==> src/rtl/cpc_bus_pkg.sv <==
// Shared definitions for the CPC expansion-bus initiator: command opcodes,
// FSM state codes, ROM region decoding and small decode helpers.
package cpc_bus_pkg;

  // Host command opcodes
  localparam logic [1:0] OP_MEMRD = 2'd0;
  localparam logic [1:0] OP_MEMWR = 2'd1;
  localparam logic [1:0] OP_IORD  = 2'd2;
  localparam logic [1:0] OP_IOWR  = 2'd3;

  // Bus-cycle FSM state codes
  typedef logic [2:0] state_t;
  localparam state_t ST_IDLE = 3'd0;
  localparam state_t ST_T1   = 3'd1;
  localparam state_t ST_T2   = 3'd2;
  localparam state_t ST_TWA  = 3'd3;
  localparam state_t ST_TW   = 3'd4;
  localparam state_t ST_T3   = 3'd5;

  // A15:14 patterns of the upper and lower ROM windows
  localparam logic [1:0] UPPER_ROM_A = 2'b11;
  localparam logic [1:0] LOWER_ROM_A = 2'b00;

  // The ROM-select port decodes on A13 low during an I/O write
  localparam logic [15:0] ROMSEL_A13_MASK = 16'h2000;

  function automatic logic op_is_io(input logic [1:0] op);
    return (op == OP_IORD) || (op == OP_IOWR);
  endfunction

  function automatic logic op_is_write(input logic [1:0] op);
    return (op == OP_MEMWR) || (op == OP_IOWR);
  endfunction

  // ROMEN_B is only ever pulled low for memory reads inside an enabled ROM window
  function automatic logic rom_read_hit(input logic [1:0] op, input logic [15:0] addr,
                                        input logic upper_en, input logic lower_en);
    return (op == OP_MEMRD) &&
           (((addr[15:14] == UPPER_ROM_A) && upper_en) ||
            ((addr[15:14] == LOWER_ROM_A) && lower_en));
  endfunction

  // True when a command addresses the ROM-select port
  function automatic logic is_romsel_write(input logic [1:0] op, input logic [15:0] addr);
    return (op == OP_IOWR) && ((addr & ROMSEL_A13_MASK) == 16'h0000);
  endfunction

endpackage

==> src/rtl/cpc_tstate_timer.sv <==
// T-state prescaler: divides the system clock by CLK_PER_T and flags the
// last clock of each T-state. Held at zero while the master is idle so the
// first T-state after an accept always has full length.
module cpc_tstate_timer #(
  parameter int CLK_PER_T = 1
) (
  input  logic clk,
  input  logic reset,
  input  logic run,
  output logic t_end
);

  localparam int CW = (CLK_PER_T > 1) ? $clog2(CLK_PER_T) : 1;
  localparam logic [CW-1:0] LAST = CW'(CLK_PER_T - 1);

  logic [CW-1:0] cnt;

  assign t_end = run && (cnt == LAST);

  // Count clocks within the current T-state, wrapping on the last one
  always_ff @(posedge clk) begin
    if (reset || !run) begin
      cnt <= '0;
    end else if (cnt == LAST) begin
      cnt <= '0;
    end else begin
      cnt <= cnt + CW'(1);
    end
  end

endmodule

==> src/rtl/cpc_bus_master.sv <==
// Z80-style bus initiator for the CPC expansion connector. Runs one
// memory or I/O bus cycle per accepted host command and reports the
// sampled data, ROMDIS and wait-timeout status with a one-cycle pulse.
module cpc_bus_master
  import cpc_bus_pkg::*;
#(
  parameter int CLK_PER_T = 1,
  parameter int MAX_WAIT  = 16
) (
  input  logic        CLK,
  input  logic        RESET,
  input  logic        cmd_valid,
  output logic        cmd_ready,
  input  logic [1:0]  cmd_op,
  input  logic [15:0] cmd_addr,
  input  logic [7:0]  cmd_wdata,
  input  logic        upper_rom_en,
  input  logic        lower_rom_en,
  output logic        rsp_valid,
  output logic [7:0]  rsp_rdata,
  output logic        rsp_romdis,
  output logic        rsp_timeout,
  output logic [15:0] A,
  output logic [7:0]  D_out,
  output logic        D_oe,
  input  logic [7:0]  D_in,
  output logic        MREQ_B,
  output logic        IOREQ_B,
  output logic        RD_B,
  output logic        WR_B,
  output logic        M1_B,
  output logic        RFSH_B,
  output logic        ROMEN_B,
  input  logic        READY,
  input  logic        ROMDIS
);

  localparam int WCW = $clog2(MAX_WAIT + 1);
  localparam logic [WCW-1:0] WAIT_LIMIT = WCW'(MAX_WAIT);

  state_t         state;
  logic [1:0]     op_q;
  logic [15:0]    addr_q;
  logic [7:0]     wdata_q;
  logic           rom_hit_q;
  logic           timeout_q;
  logic [WCW-1:0] wait_cnt;
  logic [WCW-1:0] wait_nxt;
  logic           t_end;
  logic           busy;
  logic           strobe;
  logic           is_io;
  logic           is_wr;

  assign busy     = (state != ST_IDLE);
  assign strobe   = (state == ST_T2) || (state == ST_TWA) || (state == ST_TW) || (state == ST_T3);
  assign is_io    = op_is_io(op_q);
  assign is_wr    = op_is_write(op_q);
  assign wait_nxt = wait_cnt + WCW'(1);

  cpc_tstate_timer #(
    .CLK_PER_T(CLK_PER_T)
  ) u_timer (
    .clk   (CLK),
    .reset (RESET),
    .run   (busy),
    .t_end (t_end)
  );

  // Bus-cycle sequencer: latch the command, walk T1/T2/waits/T3, emit the response
  always_ff @(posedge CLK) begin
    if (RESET) begin
      state       <= ST_IDLE;
      op_q        <= OP_MEMRD;
      addr_q      <= 16'h0000;
      wdata_q     <= 8'h00;
      rom_hit_q   <= 1'b0;
      timeout_q   <= 1'b0;
      wait_cnt    <= '0;
      rsp_valid   <= 1'b0;
      rsp_rdata   <= 8'h00;
      rsp_romdis  <= 1'b0;
      rsp_timeout <= 1'b0;
    end else begin
      rsp_valid <= 1'b0;
      case (state)
        ST_IDLE: begin
          if (cmd_valid) begin
            op_q      <= cmd_op;
            addr_q    <= cmd_addr;
            wdata_q   <= cmd_wdata;
            rom_hit_q <= rom_read_hit(cmd_op, cmd_addr, upper_rom_en, lower_rom_en);
            timeout_q <= 1'b0;
            wait_cnt  <= '0;
            state     <= ST_T1;
          end
        end
        ST_T1: begin
          if (t_end) state <= ST_T2;
        end
        ST_T2: begin
          if (t_end) begin
            if (is_io)       state <= ST_TWA;
            else if (!READY) state <= ST_TW;
            else             state <= ST_T3;
          end
        end
        ST_TWA: begin
          if (t_end) state <= READY ? ST_T3 : ST_TW;
        end
        ST_TW: begin
          if (t_end) begin
            wait_cnt <= wait_nxt;
            if (READY) begin
              state <= ST_T3;
            end else if (wait_nxt == WAIT_LIMIT) begin
              timeout_q <= 1'b1;
              state     <= ST_T3;
            end
          end
        end
        ST_T3: begin
          if (t_end) begin
            rsp_valid   <= 1'b1;
            rsp_rdata   <= is_wr ? 8'h00 : D_in;
            rsp_romdis  <= is_wr ? 1'b0 : ROMDIS;
            rsp_timeout <= timeout_q;
            state       <= ST_IDLE;
          end
        end
        default: state <= ST_IDLE;
      endcase
    end
  end

  // Bus pins are decoded directly from the state and the latched command
  always_comb begin
    cmd_ready = !busy;
    A         = busy ? addr_q : 16'h0000;
    D_oe      = busy && is_wr;
    D_out     = (busy && is_wr) ? wdata_q : 8'h00;
    MREQ_B    = !(strobe && !is_io);
    IOREQ_B   = !(strobe && is_io);
    RD_B      = !(strobe && !is_wr);
    WR_B      = !(strobe && is_wr);
    ROMEN_B   = !(strobe && rom_hit_q);
    M1_B      = 1'b1;
    RFSH_B    = 1'b1;
  end

endmodule

==> config.mk <==
export PLATFORM = sky130hd
export DESIGN_NAME = cpc_bus_master
export DESIGN_NICKNAME = d
export VERILOG_FILES = /design/src/rtl/cpc_bus_pkg.sv /design/src/rtl/cpc_tstate_timer.sv /design/src/rtl/cpc_bus_master.sv
export SDC_FILE = /design/constraint.sdc
export NUM_CORES = 1
export LEC_CHECK = 0
export CORE_MARGIN = 3
export CORE_UTILIZATION = 40
export CTS_CLUSTER_DIAMETER = 40
export DETAILED_ROUTE_END_ITERATION = 10
export PLACE_DENSITY = 0.75
export SETUP_SLACK_MARGIN = 0.02
export SYNTH_ARGS = -nofsm -noshare
export SYNTH_HDL_FRONTEND = slang
export SYNTH_SLANG_ARGS = --single-unit
==> constraint.sdc <==
create_clock -name CLK -period 1.96 [get_ports CLK]
set_input_delay 0.196 -clock CLK [delete_from_list [all_inputs] [get_ports CLK]]
set_output_delay 0.196 -clock CLK [all_outputs]
set_load 0.02 [all_outputs]
==> results.json <==
{
  "ctsHoldBuffers": 0,
  "maxSlewViolCount": 0,
  "fin_skew_ns": 0.0102,
  "max_freq_mhz": 527,
  "root_buffer": "clkbuf_8",
  "finalPower_uw": 3400,
  "layout-area-overhead-vs-synth_pct": 46.5,
  "seq_power_share_pct": 35.1,
  "initial_core_util_pct": 41.7,
  "synthFlopType": "dfxtp_1",
  "slew-limit-headroom_pct": 52.3,
  "htree_levels": 2,
  "tns_ns": 0,
  "path_clk_slew_ns": 0.09,
  "required_ns": 1.76,
  "via_per_inst": 4.93,
  "gr-total-overflow": 0,
  "cts_tree": "yes",
  "dp_hpwl_um": 3890,
  "yosys_warnings": 0,
  "hold_violations": 0,
  "worstSetupPathType": "reg -> out",
  "grt_pass1_vias": 1867,
  "clock-sinks": 48,
  "post_cts_buffers": 0,
  "place_area_sq_um": 3000,
  "final_area_sq_um": 3160,
  "mostFrequentLayoutCells": "59 x nand2_1, 52 x clkdlybuf4s50_1, 48 x dfxtp_1",
  "cp.arrival_ns": 1.70,
  "rr_worst_depth": 6,
  "vias": 2001,
  "worstHoldStart": "cmd_wdata[7]",
  "gp_congestion": 0.831,
  "dieArea_sq_um": 6310,
  "syn_area_sq_um": 2160,
  "async_reset_ff_share_pct": 0,
  "drt_wl_total_um": 5320,
  "netSwitchingPower_uw": 1200,
  "hold_class": "in -> reg",
  "grt_use_met1_pct": 23.2,
  "start_kind": "flop",
  "netSwitchingFraction_pct": 35.3,
  "p_clk_share_pct": 25.0,
  "use_met2_pct": 28.9,
  "p_per_area_nw_per_um2": 1080,
  "min_to": "wdata_q[7]",
  "io_buffers": 82,
  "layout_commonest_cell": "nand2_1",
  "rows": 26,
  "synth_seq_cells": 48,
  "setup_viol": 0,
  "clk-insertion-delay-late_ns": 0.30,
  "min_path_cells": 3,
  "met3_usage_pct": 4.85,
  "first_pass_iters": 4,
  "syn_inst": 254,
  "wl_per_cell_um": 13.1,
  "min_period_ns": 1.90,
  "timing.final.crit_share_pct": 96.8,
  "coreArea_sq_um": 5170,
  "grt-busiest-layer": "met2",
  "crit_path_end_kind": "output pin",
  "crit_fanout": 9,
  "ios": 85,
  "ff2ff_setup_slack_ns": 0.27,
  "grt_setup_unrepaired": "yes",
  "leakage_uw": 0.00125,
  "holdWs_ns": 0.433,
  "finalNetCount": 377,
  "p_comb_share_pct": 40.0,
  "run_status": "complete, no violations",
  "synth.distinct_cells": 42,
  "intPower_uw": 2200,
  "chipWidth_um": 79.4,
  "drv_cap": 0,
  "grt_pass1_wl_um": 8910,
  "cts_buffers": 5,
  "dr.first_iter.drc_count": 84,
  "synth-edff-count": 0,
  "cts.path.max_buffers": 2,
  "grtUsageTotal_pct": 17.9,
  "drtAntennaViolNets": 0,
  "rr_startpoint": "state[1]",
  "remaining_drc_errors": 0,
  "ys_seq_area_share_pct": 44.6,
  "tightest_slew_ns": 0.715,
  "postSynthAreaPerCell_sq_um": 8.49,
  "antenna_found_initial": 0,
  "ir_drop_v": 0.00117,
  "die_h_um": 79.4,
  "grt_max_degree": 25,
  "antenna_cells": 0,
  "drive_above_1_share_pct": 8.63,
  "reg2reg_to": "rsp_rdata[5]"
}
## worst max path at each step
stage,from,end,cells past startpoint
global route,state[2],D_out[0],4
floorplan,state[2],addr_q[14],9
detailed placement,state[2],D_out[6],4
CTS,state[2],D_out[6],4
global placement,state[2],D_out[6],4
finish,state[2],D_out[0],4
## cell families after synthesis
logic type	Yosys count	share of synthesized area, %
buffers and inverters	22	7.84
adder cells (fa/ha/maj)	1	0.580
multiplexers	1	0.464
AO/OA/AOI/OAI	61	17.8
flip-flops	48	44.6
XOR/XNOR	1	0.406
other	2	0.348
AND/OR/NAND/NOR	118	28.0
## power groups by stage
stage | Sequential, uW | Combinational [uW] | Clock, uW
after global placement | 1210 | 1380 | 0
after detailed placement | 1220 | 1390 | 0
after global routing | 1210 | 1500 | 922
final | 1190 | 1360 | 849
after floorplan | 1190 | 1010 | 0
after CTS | 1190 | 1350 | 871
## per-stage QoR
step / worst slack [ns] / util [%] / instances
2_1_floorplan: 0.372 / - / 255
3_3_place_gp: 0.192 / 58.1 / 398
3_5_place_dp: 0.179 / 58.1 / 398
4_1_cts: 0.0595 / 60.2 / 406
5_1_grt: 0.00514 / 61.1 / 406
6_report: 0.0621 / 61.1 / 406
## critical path, stage by stage (launching register included)
cell	delay, ns
dfxtp_1	0.32
or3_1	0.41
buf_4	0.19
and3_1	0.17
dlygate4sd2_1	0.31
## timing repair
| action | in CTS | in global routing |
|---|---|---|
| setup endpoints to repair | 31 | 25 |
| resized for setup | 27 | 21 |
| hold endpoints to repair | 0 | 0 |
## final cells by class
cell class	count	area (sq um)
Clock inverter	3	68.8
Tap cell	70	87.6
Multi-Input combinational cell	185	1050
Inverter	3	16.3
Fill cell	466	2010
Clock buffer	5	68.8
Sequential cell	48	961
Timing Repair Buffer	92	908
## layer usage
metal  wire [um]  vias up  share of wire [%]
met2        2590       53                 49
met4          87        0                1.6
met5           0        -                  0
met1        2390      918                 45
li1            -     1024                  -
met3         255        6                4.8
## flip-flops by register name, indices dropped and copies added (netlist names)
signal / count
addr_q: 16
rsp_rdata: 8
wdata_q: 8
wait_cnt: 5
state: 3
op_q: 2
rom_hit_q: 1
rsp_romdis: 1
rsp_timeout: 1
rsp_valid: 1
timeout_q: 1
u_timer.cnt: 1
## synth_stat cells, drive strengths merged (3+ instances only)
| library cell | instances | share of area, % |
|---|---|---|
| and2 | 20 | 5.9 |
| nand3 | 5 | 1.2 |
| a211oi | 3 | 1.0 |
| nor2 | 6 | 1.0 |
| buf | 10 | 5.5 |
| clkbuf | 9 | 1.6 |
| dfxtp | 48 | 45 |
| nor3 | 4 | 1.7 |
| a21oi | 36 | 8.9 |
| a31oi | 3 | 0.87 |
| nand2b | 4 | 1.5 |
| and3 | 8 | 2.3 |
| nand2 | 60 | 11 |
| o21ai | 4 | 0.93 |
| inv | 3 | 0.75 |
| a22o | 9 | 3.7 |
No activity file was read; power rests on OpenSTA's default activity.
